### src/rtl/traffic_display_driver.sv
`timescale 1ns/1ps
`default_nettype none
// ============================================================================
//  Module   : traffic_display_driver
//  Purpose  : Scans a 4-digit common-anode 7-segment display from a
//             frame-coherent snapshot of two BCD countdown pairs and drives
//             two one-hot lamp sets from the live light codes.
//             Optional blinking of a direction's digits while its light is
//             yellow is enabled by defining TD_BLINK_EN.
//  Revision : 1.0  initial release
// ============================================================================
module traffic_display_driver #(
    parameter int SCAN_DIV     = 50000,
    parameter int DEAD_CYC     = 2,
    parameter int BLINK_FRAMES = 64
) (
    input  logic       clk,
    input  logic       reset,
    input  logic [3:0] light_chuc1,
    input  logic [3:0] light_dv1,
    input  logic [3:0] light_chuc2,
    input  logic [3:0] light_dv2,
    input  logic [1:0] light1,
    input  logic [1:0] light2,
    output logic [3:0] an,
    output logic [6:0] seg,
    output logic [2:0] lamp1,
    output logic [2:0] lamp2
);

    localparam int              c_PW         = (SCAN_DIV > 1) ? $clog2(SCAN_DIV) : 1;
    localparam logic [c_PW-1:0] c_PRESC_LAST = c_PW'(SCAN_DIV - 1);
    localparam logic [c_PW-1:0] c_DEAD       = c_PW'(DEAD_CYC);
    localparam logic [6:0]      c_SEG_BLANK  = 7'h7F;
    localparam logic [6:0]      c_SEG_DASH   = 7'h3F;

    logic [c_PW-1:0] r_presc_q, w_presc_d;
    logic [1:0]      r_idx_q, w_idx_d;
    logic            r_load_pending_q;
    logic [3:0]      r_snap_c1_q, r_snap_d1_q, r_snap_c2_q, r_snap_d2_q;
    logic [3:0]      w_snap_c1_d, w_snap_d1_d, w_snap_c2_d, w_snap_d2_d;
    logic [1:0]      r_snap_l1_q, r_snap_l2_q, w_snap_l1_d, w_snap_l2_d;
    logic [3:0]      r_an_q, w_an_d;
    logic [6:0]      r_seg_q, w_seg_d;
    logic [2:0]      r_lamp1_q, r_lamp2_q, w_lamp1_d, w_lamp2_d;

    logic            w_presc_wrap, w_frame_wrap, w_capture;
    logic [3:0]      w_digit;
    logic            w_is_tens;
    logic [1:0]      w_dir_light;
    logic            w_phase_off;

    function automatic logic [6:0] f_decode(input logic [3:0] d);
        case (d)
            4'd0:    f_decode = 7'h40;
            4'd1:    f_decode = 7'h79;
            4'd2:    f_decode = 7'h24;
            4'd3:    f_decode = 7'h30;
            4'd4:    f_decode = 7'h19;
            4'd5:    f_decode = 7'h12;
            4'd6:    f_decode = 7'h02;
            4'd7:    f_decode = 7'h78;
            4'd8:    f_decode = 7'h00;
            4'd9:    f_decode = 7'h10;
            default: f_decode = c_SEG_DASH;
        endcase
    endfunction

    function automatic logic [2:0] f_lamp(input logic [1:0] code);
        case (code)
            2'd1:    f_lamp = 3'b100;
            2'd2:    f_lamp = 3'b010;
            2'd3:    f_lamp = 3'b001;
            default: f_lamp = 3'b000;
        endcase
    endfunction

    // Slot timing and frame-coherent snapshot capture
    always_comb begin
        w_presc_wrap = (r_presc_q == c_PRESC_LAST);
        w_frame_wrap = w_presc_wrap && (r_idx_q == 2'd3);
        w_presc_d    = w_presc_wrap ? '0 : r_presc_q + 1'b1;
        w_idx_d      = w_presc_wrap ? r_idx_q + 2'd1 : r_idx_q;
        w_capture    = w_frame_wrap || r_load_pending_q;
        w_snap_c1_d  = w_capture ? light_chuc1 : r_snap_c1_q;
        w_snap_d1_d  = w_capture ? light_dv1   : r_snap_d1_q;
        w_snap_c2_d  = w_capture ? light_chuc2 : r_snap_c2_q;
        w_snap_d2_d  = w_capture ? light_dv2   : r_snap_d2_q;
        w_snap_l1_d  = w_capture ? light1      : r_snap_l1_q;
        w_snap_l2_d  = w_capture ? light2      : r_snap_l2_q;
    end

`ifdef TD_BLINK_EN
    localparam int              c_FW         = (BLINK_FRAMES > 1) ? $clog2(BLINK_FRAMES) : 1;
    localparam logic [c_FW-1:0] c_FCNT_LAST  = c_FW'(BLINK_FRAMES - 1);

    logic [c_FW-1:0] r_fcnt_q, w_fcnt_d;
    logic            r_phase_q, w_phase_d;

    // Blink phase flips once every BLINK_FRAMES completed frames
    always_comb begin
        w_fcnt_d  = r_fcnt_q;
        w_phase_d = r_phase_q;
        if (w_frame_wrap) begin
            if (r_fcnt_q == c_FCNT_LAST) begin
                w_fcnt_d  = '0;
                w_phase_d = ~r_phase_q;
            end else begin
                w_fcnt_d  = r_fcnt_q + 1'b1;
            end
        end
    end

    // Blink state registers; phase starts in the "on" half
    always_ff @(posedge clk) begin
        if (reset) begin
            r_fcnt_q  <= '0;
            r_phase_q <= 1'b1;
        end else begin
            r_fcnt_q  <= w_fcnt_d;
            r_phase_q <= w_phase_d;
        end
    end

    assign w_phase_off = ~r_phase_q;
`else
    logic w_unused_blink;
    assign w_unused_blink = (^{r_snap_l1_q, r_snap_l2_q}) ^ (BLINK_FRAMES > 0);
    assign w_phase_off    = 1'b0;
`endif

    // Digit selection, decode, blanking and lamp mapping for the output registers
    always_comb begin
        w_digit     = r_snap_d1_q;
        w_is_tens   = 1'b0;
        w_dir_light = r_snap_l1_q;
        case (r_idx_q)
            2'd0: begin w_digit = r_snap_d1_q; w_is_tens = 1'b0; w_dir_light = r_snap_l1_q; end
            2'd1: begin w_digit = r_snap_c1_q; w_is_tens = 1'b1; w_dir_light = r_snap_l1_q; end
            2'd2: begin w_digit = r_snap_d2_q; w_is_tens = 1'b0; w_dir_light = r_snap_l2_q; end
            default: begin w_digit = r_snap_c2_q; w_is_tens = 1'b1; w_dir_light = r_snap_l2_q; end
        endcase

        w_an_d  = 4'hF;
        w_seg_d = c_SEG_BLANK;
        if (r_presc_q >= c_DEAD) begin
            w_an_d = ~(4'b0001 << r_idx_q);
            if ((w_is_tens && (w_digit == 4'd0)) || (w_phase_off && (w_dir_light == 2'd2)))
                w_seg_d = c_SEG_BLANK;
            else
                w_seg_d = f_decode(w_digit);
        end

        w_lamp1_d = f_lamp(light1);
        w_lamp2_d = f_lamp(light2);
    end

    // State and output registers with synchronous reset
    always_ff @(posedge clk) begin
        if (reset) begin
            r_presc_q        <= '0;
            r_idx_q          <= 2'd0;
            r_load_pending_q <= 1'b1;
            r_snap_c1_q      <= 4'd0;
            r_snap_d1_q      <= 4'd0;
            r_snap_c2_q      <= 4'd0;
            r_snap_d2_q      <= 4'd0;
            r_snap_l1_q      <= 2'd0;
            r_snap_l2_q      <= 2'd0;
            r_an_q           <= 4'hF;
            r_seg_q          <= c_SEG_BLANK;
            r_lamp1_q        <= 3'b000;
            r_lamp2_q        <= 3'b000;
        end else begin
            r_presc_q        <= w_presc_d;
            r_idx_q          <= w_idx_d;
            r_load_pending_q <= 1'b0;
            r_snap_c1_q      <= w_snap_c1_d;
            r_snap_d1_q      <= w_snap_d1_d;
            r_snap_c2_q      <= w_snap_c2_d;
            r_snap_d2_q      <= w_snap_d2_d;
            r_snap_l1_q      <= w_snap_l1_d;
            r_snap_l2_q      <= w_snap_l2_d;
            r_an_q           <= w_an_d;
            r_seg_q          <= w_seg_d;
            r_lamp1_q        <= w_lamp1_d;
            r_lamp2_q        <= w_lamp2_d;
        end
    end

    assign an    = r_an_q;
    assign seg   = r_seg_q;
    assign lamp1 = r_lamp1_q;
    assign lamp2 = r_lamp2_q;

endmodule
`default_nettype wire

### config.mk
export PLATFORM = sky130hd
export DESIGN_NAME = traffic_display_driver
export DESIGN_NICKNAME = d
export VERILOG_FILES = /design/src/rtl/traffic_display_driver.sv
export SDC_FILE = /design/constraint.sdc
export NUM_CORES = 1
export LEC_CHECK = 0
export CORE_AREA = 2 2 85 87
export DETAILED_ROUTE_END_ITERATION = 7
export DIE_AREA = 0 0 87 89
export GPL_TIMING_DRIVEN = 0
export HOLD_SLACK_MARGIN = 0.15
export PLACE_DENSITY_LB_ADDON = 0.25
export SLEW_MARGIN = 30
export SYNTH_ARGS = -nofsm -noshare
export SYNTH_HDL_FRONTEND = slang
export SYNTH_SLANG_ARGS = --single-unit
export TNS_END_PERCENT = 30
### constraint.sdc
create_clock -name clk -period 3.1 [get_ports clk]
set_input_delay 0.62 -clock clk [delete_from_list [all_inputs] [get_ports clk]]
set_output_delay 0.62 -clock clk [all_outputs]
set_load 0.01 [all_outputs]
==> results.json <==
{
  "status": "complete, no violations",
  "cp_num_buf_inv": 2,
  "r2r_cells": 9,
  "drt-initial-drc-count": 120,
  "rrSetupSlack_ns": 0.61,
  "slew_viol_final": 0,
  "fill_cells": 657,
  "min_to": "r_presc_q[0]",
  "core_area_um2": 6720,
  "die_w_um": 87,
  "synth_cell_types": 39,
  "hold_depth": 1,
  "rsz0062_at_grt": "false",
  "syn_nets": 356,
  "io_buffers": 38,
  "arrival_ns": 2.66,
  "fp.dieH_um": 89,
  "fin_util_pct": 48.9,
  "ctsLongestPathBuffers": 2,
  "drtPass1Iterations": 5,
  "fmaxAchievable_mhz": 401,
  "dieArea_um2": 7740,
  "crit_family": "compound AO/OA/AOI/OAI gates",
  "clock_skew_ns": 0.0119,
  "syn_area_um2": 2720,
  "slowest_delay_ns": 0.36,
  "clkTransAtPathRegs_ns": 0.10,
  "track_usage_pct": 17.9,
  "antennaDiodeCount": 0,
  "vias": 2554,
  "ctsHoldBuffers": 0,
  "htreeDepth": 2,
  "fin_crit_sh_pct": 80.5,
  "grt_first_pass_wirelength_um": 11000,
  "design_area_um2": 3290,
  "ys.flop_type": "dfxtp_1",
  "slowest_stage": "dfxtp_1",
  "synth.largest_area_cell": "dfxtp_1",
  "min_path_type": "register to register",
  "synth_area_leaders": "dfxtp_1 (38%), nor3b_1 (9.1%), ha_1 (5.5%)",
  "mostFrequentLayoutCells": "dfxtp_1 (52), clkdlybuf4s50_1 (38), nor3b_1 (33), nand2_1 (26), nand3_1 (25)",
  "ios": 39,
  "final_common_cell": "dfxtp_1",
  "antenna_found_initial": 0,
  "rows": 30,
  "clock_sinks": 52,
  "power_density_nw_per_um2": 401,
  "drive_gt1_share_pct": 4.89,
  "crit_chain": "inv_1 -> ha_1 -> a222oi_1 -> a21oi_1 -> inv_1 -> ha_1 -> nor3b_1 -> a21oi_1 -> o221ai_1",
  "cts_buffers": 5,
  "min_period_ns": 2.49,
  "path_max_fanout": 6,
  "synth_edf_count": 0,
  "multi_input_area_um2": 1550,
  "viasPerCell": 5.70,
  "drc_errors": 0,
  "yosys.area.top_type_share_pct": 38.3,
  "clk_latency_ns": 0.30,
  "cp-end-kind": "register",
  "gr-total-overflow": 0,
  "ant_nets": 0,
  "grt_pass1_vias": 2364,
  "setup_tns_ns": 0,
  "wirelength_um": 6700,
  "timing.slew.headroom_pct": 54.0,
  "cts_tree": "yes",
  "postCtsSetupRepairBufs": 0,
  "async_reset_ff_share_pct": 0,
  "ir_drop_mv": 0.227,
  "clock-root-buffer": "clkbuf_8",
  "syn2layout_area_growth_pct": 20.9,
  "grt_max_degree": 17,
  "yosys_warnings": 0,
  "r2r_end": "seg[5]",
  "place_congestion": 0.812,
  "ff_latch_area_um2": 1040,
  "hold_violations": 0,
  "p_leak_uw": 0.00114,
  "postPlaceCellArea_um2": 3200,
  "synth-seq-area-share_pct": 38.3,
  "hp-start": "r_presc_q[0]",
  "avgSynthCellArea_um2": 8.45,
  "wl_per_cell_um": 15.0,
  "worst-setup-path-type": "register to register",
  "start_kind": "register",
  "initial_core_util_pct": 40.5,
  "final_nets": 401,
  "postSynthCellCount": 322,
  "ys_ff_latch": 52,
  "cts_resized": 0,
  "finalSetupViolations": 0,
  "maxCapViolCount": 0,
  "worstMarginPinSlew_ns": 0.684,
  "dp_hpwl_um": 4890,
  "crit_required_ns": 3.27,
  "r2r-start": "r_idx_q[0]"
}
[through the flow]
stage / total power, uW / setup WS [ns] / cells / hold WS (ns)
after floorplan: 856 / 0.933 / 322 / 0.449
after global placement: 948 / 0.586 / 440 / 0.478
after detailed placement: 950 / 0.573 / 440 / 0.483
after CTS: 1330 / 0.580 / 448 / 0.502
after global routing: 1380 / 0.313 / 448 / 0.528
final: 1320 / 0.605 / 448 / 0.501
[layer usage]
metal,GRT usage (%),wire (um)
met5,0,0
met4,3.84,49
met3,3.60,300
met2,29.3,3210
met1,24.4,3140
[registers in the layout, indices dropped and copies added, names as in the netlist]
register / count
r_idx_q: 2
r_snap_c2_q: 4
lamp1: 3
r_snap_d2_q: 4
seg: 7
an: 4
r_snap_d1_q: 4
r_presc_q: 16
r_snap_c1_q: 4
r_load_pending_q: 1
lamp2: 3
[worst max path at each step]
stage / start / endpoint / slack, ns / cells after the start
3_5_place_dp: reset / r_snap_d2_q[3] / 0.57 / 7
3_3_place_gp: reset / r_snap_c2_q[1] / 0.59 / 7
4_1_cts: r_idx_q[0] / seg[5] / 0.58 / 9
5_1_grt: r_idx_q[0] / seg[0] / 0.31 / 9
6_report: r_idx_q[0] / seg[5] / 0.61 / 9
2_1_floorplan: r_presc_q[13] / r_snap_c2_q[3] / 0.93 / 5
[worst register-to-register path: cells and delay by family, from the launching register on]
kind | cells | cell delay [ns]
flops | 1 | 0.36
simple gates | 1 | 0.15
buf+inv | 2 | 0.25
compound gates | 4 | 1.07
fa+ha+maj | 2 | 0.54
[report_power, final]
part           internal, uW  switching, uW  total, uW
Sequential              706           22.1        728
Combinational           107            101        208
Clock                   158            225        383
Total                   970            348       1320
[Yosys cell counts, drive strengths merged (4+ instances only)]
master and count:
o21ai 18, o211ai 4, inv 8, nand2 26, dfxtp 52, a31oi 17, or4 20, nand3 25
nor4 5, xnor2 8, nand4 4, nor2 19, a21oi 6, clkbuf 19, nor3b 33, xor2 5
nor3 6, and3 5, ha 12, a222oi 4
[cell type report]
cell class | instances | area share [%]
inverter | 10 | 1.14
multi-input combinational | 238 | 47.3
clock buffer | 5 | 2.09
clock inverter | 3 | 0.571
sequential | 52 | 31.7
tap | 80 | 3.04
buffer | 22 | 2.66
timing repair buffer | 38 | 11.6
[kinds of logic after synthesis]
family	after synthesis	share of synthesized area [%]
compound gates	59	14.1
xor+xnor	13	4.19
fa+ha+maj	12	5.52
buf+inv	32	4.60
flops	52	38.3
mux	4	1.56
simple gates	150	31.8
Note: power is estimated with default switching activity, not from simulation.
